**config.mk**
```make
export PLATFORM = sky130hd
export DESIGN_NAME = rx_port
export DESIGN_NICKNAME = d
export VERILOG_FILES = /design/src/rtl/switch_defs.sv /design/src/rtl/rx_fifo.sv /design/src/rtl/rx_port.sv
export SDC_FILE = /design/constraint.sdc
export NUM_CORES = 1
export LEC_CHECK = 0
export ABC_AREA = 1
export CORE_MARGIN = 10
export CORE_UTILIZATION = 54
export DETAILED_ROUTE_END_ITERATION = 8
export GPL_TIMING_DRIVEN = 0
export PLACE_DENSITY = 0.79
export SETUP_SLACK_MARGIN = 0.5
export SYNTH_ARGS = -nofsm -noshare
export SYNTH_HDL_FRONTEND = slang
export SYNTH_SLANG_ARGS = --single-unit
```
**constraint.sdc**
```tcl
create_clock -name clk -period 3.4 [get_ports clk]
set_clock_uncertainty 0.2 [all_clocks]
set_input_delay 0.68 -clock clk [delete_from_list [all_inputs] [get_ports clk]]
set_output_delay 0.68 -clock clk [all_outputs]
set_load 0.03 [all_outputs]
```
**src/rtl/switch_defs.sv**
```systemverilog
// Shared switch-fabric definitions: port count, packet format and common widths.
`ifndef NUM_PORTS
`define NUM_PORTS 4
`endif

package switch_defs;

    localparam int unsigned PTR_W      = 2;
    localparam int unsigned DROP_CNT_W = 16;

    typedef struct packed {
        logic [7:0]            data;
        logic [`NUM_PORTS-1:0] target;
    } packet_t;

endpackage

```
**src/rtl/rx_fifo.sv**
```systemverilog
// Packet FIFO with synchronous write and a combinational view of the head entry.
module rx_fifo
    import switch_defs::*;
#(
    parameter int unsigned DEPTH = 4
) (
    input  logic                   clk,
    input  logic                   rst_n,
    input  logic                   push,
    input  logic                   pop,
    input  packet_t                din,
    output packet_t                head,
    output logic                   empty,
    output logic                   full,
    output logic [$clog2(DEPTH):0] count
);

    localparam int unsigned AW = $clog2(DEPTH);
    localparam logic [AW:0] DEPTH_C = (AW + 1)'(DEPTH);

    if (DEPTH < 2 || (DEPTH & (DEPTH - 1)) != 0) begin : g_bad_depth
        $error("rx_fifo DEPTH must be a power of 2 and at least 2");
    end

    packet_t       mem [DEPTH];
    logic [AW-1:0] wr_ptr;
    logic [AW-1:0] rd_ptr;
    logic [AW:0]   cnt;

    always_ff @(posedge clk or negedge rst_n) begin
        if (!rst_n) begin
            wr_ptr <= '0;
            rd_ptr <= '0;
            cnt    <= '0;
        end else begin
            if (push) wr_ptr <= wr_ptr + 1'b1;
            if (pop)  rd_ptr <= rd_ptr + 1'b1;
            case ({push, pop})
                2'b10:   cnt <= cnt + 1'b1;
                2'b01:   cnt <= cnt - 1'b1;
                default: cnt <= cnt;
            endcase
        end
    end

    // Storage needs no reset: the head is only observed while count is non-zero.
    always_ff @(posedge clk) begin
        if (push) mem[wr_ptr] <= din;
    end

    assign head  = mem[rd_ptr];
    assign empty = (cnt == '0);
    assign full  = (cnt == DEPTH_C);
    assign count = cnt;

endmodule

```
**src/rtl/rx_port.sv**
```systemverilog
// Per-port receive buffer and multicast grant collector.
// Optional self-target filtering at enqueue is enabled by RX_PORT_FILTER_SELF_EN.
module rx_port
    import switch_defs::*;
#(
    parameter int unsigned PORT_ID = 0,
    parameter int unsigned DEPTH   = 4
) (
    input  logic                  clk,
    input  logic                  rst_n,
    input  packet_t               pkt_in,
    input  logic                  valid_in,
    output logic                  ready_out,
    input  logic [`NUM_PORTS-1:0] grants_in,
    output packet_t               pkt_out,
    output logic                  valid_out,
    output logic [DROP_CNT_W-1:0] drop_cnt
);

    localparam int unsigned CW = $clog2(DEPTH) + 1;
    localparam logic [CW-1:0] DEPTH_C = CW'(DEPTH);

    if (PORT_ID >= `NUM_PORTS) begin : g_bad_port_id
        $error("rx_port PORT_ID must be below NUM_PORTS");
    end

    logic [`NUM_PORTS-1:0] eff_tgt;
    logic [`NUM_PORTS-1:0] served;
    logic [`NUM_PORTS-1:0] pending;
    packet_t               din;
    packet_t               head;
    logic                  empty;
    logic                  full;
    logic [CW-1:0]         count;
    logic                  accept;
    logic                  push;
    logic                  pop;
    logic                  done;

`ifdef RX_PORT_FILTER_SELF_EN
    localparam logic [`NUM_PORTS-1:0] SELF_MASK = (`NUM_PORTS)'(1) << PORT_ID;
    assign eff_tgt = pkt_in.target & ~SELF_MASK;
`else
    assign eff_tgt = pkt_in.target;
`endif

    always_comb begin
        din        = pkt_in;
        din.target = eff_tgt;
    end

    assign ready_out = (count < DEPTH_C);
    assign accept    = valid_in && ready_out;
    assign push      = accept && (|eff_tgt) && !full;

    assign pending   = head.target & ~served;
    assign valid_out = !empty && (|pending);
    assign done      = ~|(pending & ~grants_in);
    assign pop       = valid_out && done;

    always_comb begin
        pkt_out = '0;
        if (valid_out) begin
            pkt_out        = head;
            pkt_out.target = pending;
        end
    end

    // Grants outside the pending set are masked so stale or spurious grants never stick.
    always_ff @(posedge clk or negedge rst_n) begin
        if (!rst_n) begin
            served <= '0;
        end else if (pop) begin
            served <= '0;
        end else if (valid_out) begin
            served <= served | (grants_in & pending);
        end
    end

    always_ff @(posedge clk or negedge rst_n) begin
        if (!rst_n) begin
            drop_cnt <= '0;
        end else if (accept && !(|eff_tgt) && !(&drop_cnt)) begin
            drop_cnt <= drop_cnt + 1'b1;
        end
    end

    rx_fifo #(
        .DEPTH(DEPTH)
    ) u_fifo (
        .clk  (clk),
        .rst_n(rst_n),
        .push (push),
        .pop  (pop),
        .din  (din),
        .head (head),
        .empty(empty),
        .full (full),
        .count(count)
    );

endmodule

```
==> implementation parameters <==
Parameter                              Value

Timing
  Max Slew Vio Count    0
  Time the final worst path needs with I/O delays and setup    2.96 ns
  Final hold viol count    0
  Portion of the clock cycle consumed by the worst path in the final layout    87.1%
  RSZ-0062 raised after global routing    yes
  Setup TNS    0 ns
  Max_slew headroom    21.3%
  Final setup violating endpoints    0
  Least-Margin Pin Slew    1.18 ns
  Timing-limited maximum frequency    338 MHz

Floorplanning
  Die Y-Extent    101 um
  Die area    10200 sq um
  Core outline area    6350 sq um
  Chip width    101 um
  Starting density of the core    55.7%
  Top Ports    49
  Std-Cell Rows    29

Synth
  Fraction of synthesis flops using an asynchronous set or reset pin    36.0%
  Leading cell types by total area after synthesis    edfxtp_1 (41%), dfrtp_1 (19%), nand2_1 (5.9%)
  Share of the synthesized area in the top cell type    40.7%
  Average cell area after synthesis    10.1 sq um
  Cell accounting for the most synthesized area    edfxtp_1
  Netlist cell types    29
  Commonest register cell after synthesis    edfxtp_1
  Cell types with the highest counts after synthesis    nand2_1 (56), nor2_1 (54), edfxtp_1 (48)
  Post-synthesis cell area    3540 sq um
  Total of flip-flops plus latches after synthesis    75
  Number of flops mapped to enable cells by yosys    48
  Gate count of the mapped netlist    351
  Net count after synthesis    377
  Number of warnings issued by yosys    0
  Sequential cell area fraction in the yosys report    59.9%
  Most repeated cell in the gate-level netlist after synthesis    nand2_1

Placed design
  Cell area after placement    4110 sq um
  Weighted congestion at the end of routability-driven global placement    0.804
  DP Wirelength    4.96 mm
  Count of port buffers added during placement    48

Layout
  Growth of design area from synthesis to finish    29.5%
  Nets    452
  Ratio of cells with drive above 1 in the final layout    19.7%
  Fin util    72.1%
  Final std cell area, no fill    4580 sq um
  N_diodes    0

Global route
  First-pass GRT wire length    12.3 mm
  Global routing usage summed across all routing layers    15.3%
  GRT overflow    0
  Vias in the first global route    2525
  Pin count of the biggest net entering global routing    28
  Initial antenna violation count    0

Setup path
  Worst EP required    3.16 ns
  Reg2Reg Capture Point    u_fifo.count[2]
  Reg-to-reg critical path startpoint    u_fifo.rd_ptr[0]
  Maximum fanout along the worst path    12
  Critical path type    in2reg
  Category of the worst setup path launch point    input port
  Crit. Startpoint    pkt_in[3]
  Flop-to-flop setup slack    0.54 ns
  Category of the worst setup path capture point    register
  Reg2reg path depth    20
  Worst Path Arrival    2.73 ns

Clock network
  CTS root buffer    clkbuf_8
  H-tree depth    3
  Number of sinks driven by the clock tree    75
  CTS clock-pin slew for the worst setup and hold paths    0.07 ns
  Clock latency of the later-clocked register in the worst-skew pair    0.34 ns
  TritonCTS clock tree    yes
  Deepest clock path buffer count    2
  Number of CTS-inserted buffers    9

Drt
  Antenna viol nets, final    0
  Total wire length after detailed routing    7.72 mm
  Routed vias/inst    5.13
  Count of routing violations after the opening detailed-route iteration    102
  Routed vias    2606
  Number of optimization iterations in the first detailed-route pass    4
  Routed len/inst    15.2 um
  Count of unresolved DRC violations after routing    0

Power and ir drop
  Worst ir drop on vdd    0.990 mV
  P_leak    1.98 nW
  Areal power density over the cells    979 nW/um^2
  Total power    4.48 mW

Job
  # Max-Cap Violations    0

Run status
  Outcome    finished, final reports clean

Worst hold path
  Worst hold path class    in2async
-- how the worst max path moves through the flow --
| stage | end | slack (ns) |
|---|---|---|
| 5_1_grt | u_fifo.count[2] | 0.30 |
| 6_report | u_fifo.mem[1][9] | 0.44 |
| 3_3_place_gp | u_fifo.mem[1][4] | 0.14 |
| 2_1_floorplan | u_fifo.count[2] | 0.78 |
| 3_5_place_dp | u_fifo.mem[3][4] | 0.05 |
| 4_1_cts | u_fifo.mem[1][2] | 0.44 |
-- kinds of logic (layout without fill, tap and decap cells) --
group	Yosys count	after routing	synth area share, %
AND/OR/NAND/NOR	158	158	20.2
flip-flops	75	75	59.9
buffers and inverters	58	138	7.18
AO/OA/AOI/OAI	37	37	6.08
XOR/XNOR	16	16	3.96
adder cells (fa/ha/maj)	7	7	2.69
-- layout by cell type (no fill, tap or decap), types with 4 or more instances in the layout --
master            n
a21oi_1           5
a21oi_4           5
buf_2             4
buf_4            15
buf_6            11
clkbuf_8          9
clkdlybuf4s50_1  34
dfrtp_1          26
edfxtp_1         48
ha_1              6
inv_1            44
nand2_1          54
nand2_2          10
nand3_1          20
nand3_2           4
nand4_1           4
nor2_1           52
nor3_1            5
o21ai_0          21
xnor2_1           6
xor2_1           10
-- flip-flops by register name (all words and copies together), names as in the netlist --
| signal | flops |
|---|---|
| drop_cnt | 16 |
| u_fifo.mem | 48 |
| u_fifo.count | 3 |
| served | 4 |
| u_fifo.wr_ptr | 2 |
| u_fifo.rd_ptr | 2 |
-- report_power, final --
part           switching [mW]  internal (mW)
clock network           0.314          0.483
logic                    1.43           1.02
registers              0.0843           1.14
-- per-stage QoR --
stage / hold WS (ns) / std cells / setup WS, ns
2_1_floorplan: 0.184 / 351 / 0.782
5_1_grt: 0.192 / 508 / 0.299
3_5_place_dp: 0.271 / 476 / 0.0513
6_report: 0.146 / 508 / 0.438
3_3_place_gp: 0.262 / 476 / 0.138
4_1_cts: 0.289 / 504 / 0.444
-- final cells by class --
type	count	area, sq um
plain buffers	8	86.3
fillers	424	1770
well taps	77	96.3
flip-flops and latches	75	2120
repair buffers	64	614
multi-input cells	218	1230
clock inverters	6	104
inverters	50	200
clock buffers	10	128
-- routing by layer --
layer	share of wire [%]	GRT usage [%]	wire length, um	up-vias
met5	0	0	0	-
met4	1.7	7.40	132	0
met3	7.0	3.57	543	10
met2	50	24.1	3830	89
met1	42	19.4	3210	1217
li1	-	-	-	1290
-- what timing repair did --
action / 4_1_cts / 5_1_grt
gates resized for setup: 90 / 15
hold buffers: 0 / 0
setup buffers: 10 / 4
cloned: 2 / 0
pin swaps: 2 / 5
setup endpoints to repair: 49 / 49
-- worst max-delay path, cell delays in order --
cell             delay [ns]
clkdlybuf4s50_1        0.56
nor2_1                 0.07
nand2_1                0.09
nand3_1                0.31
nor2_1                 1.01
(Power assumes the default switching activity.)
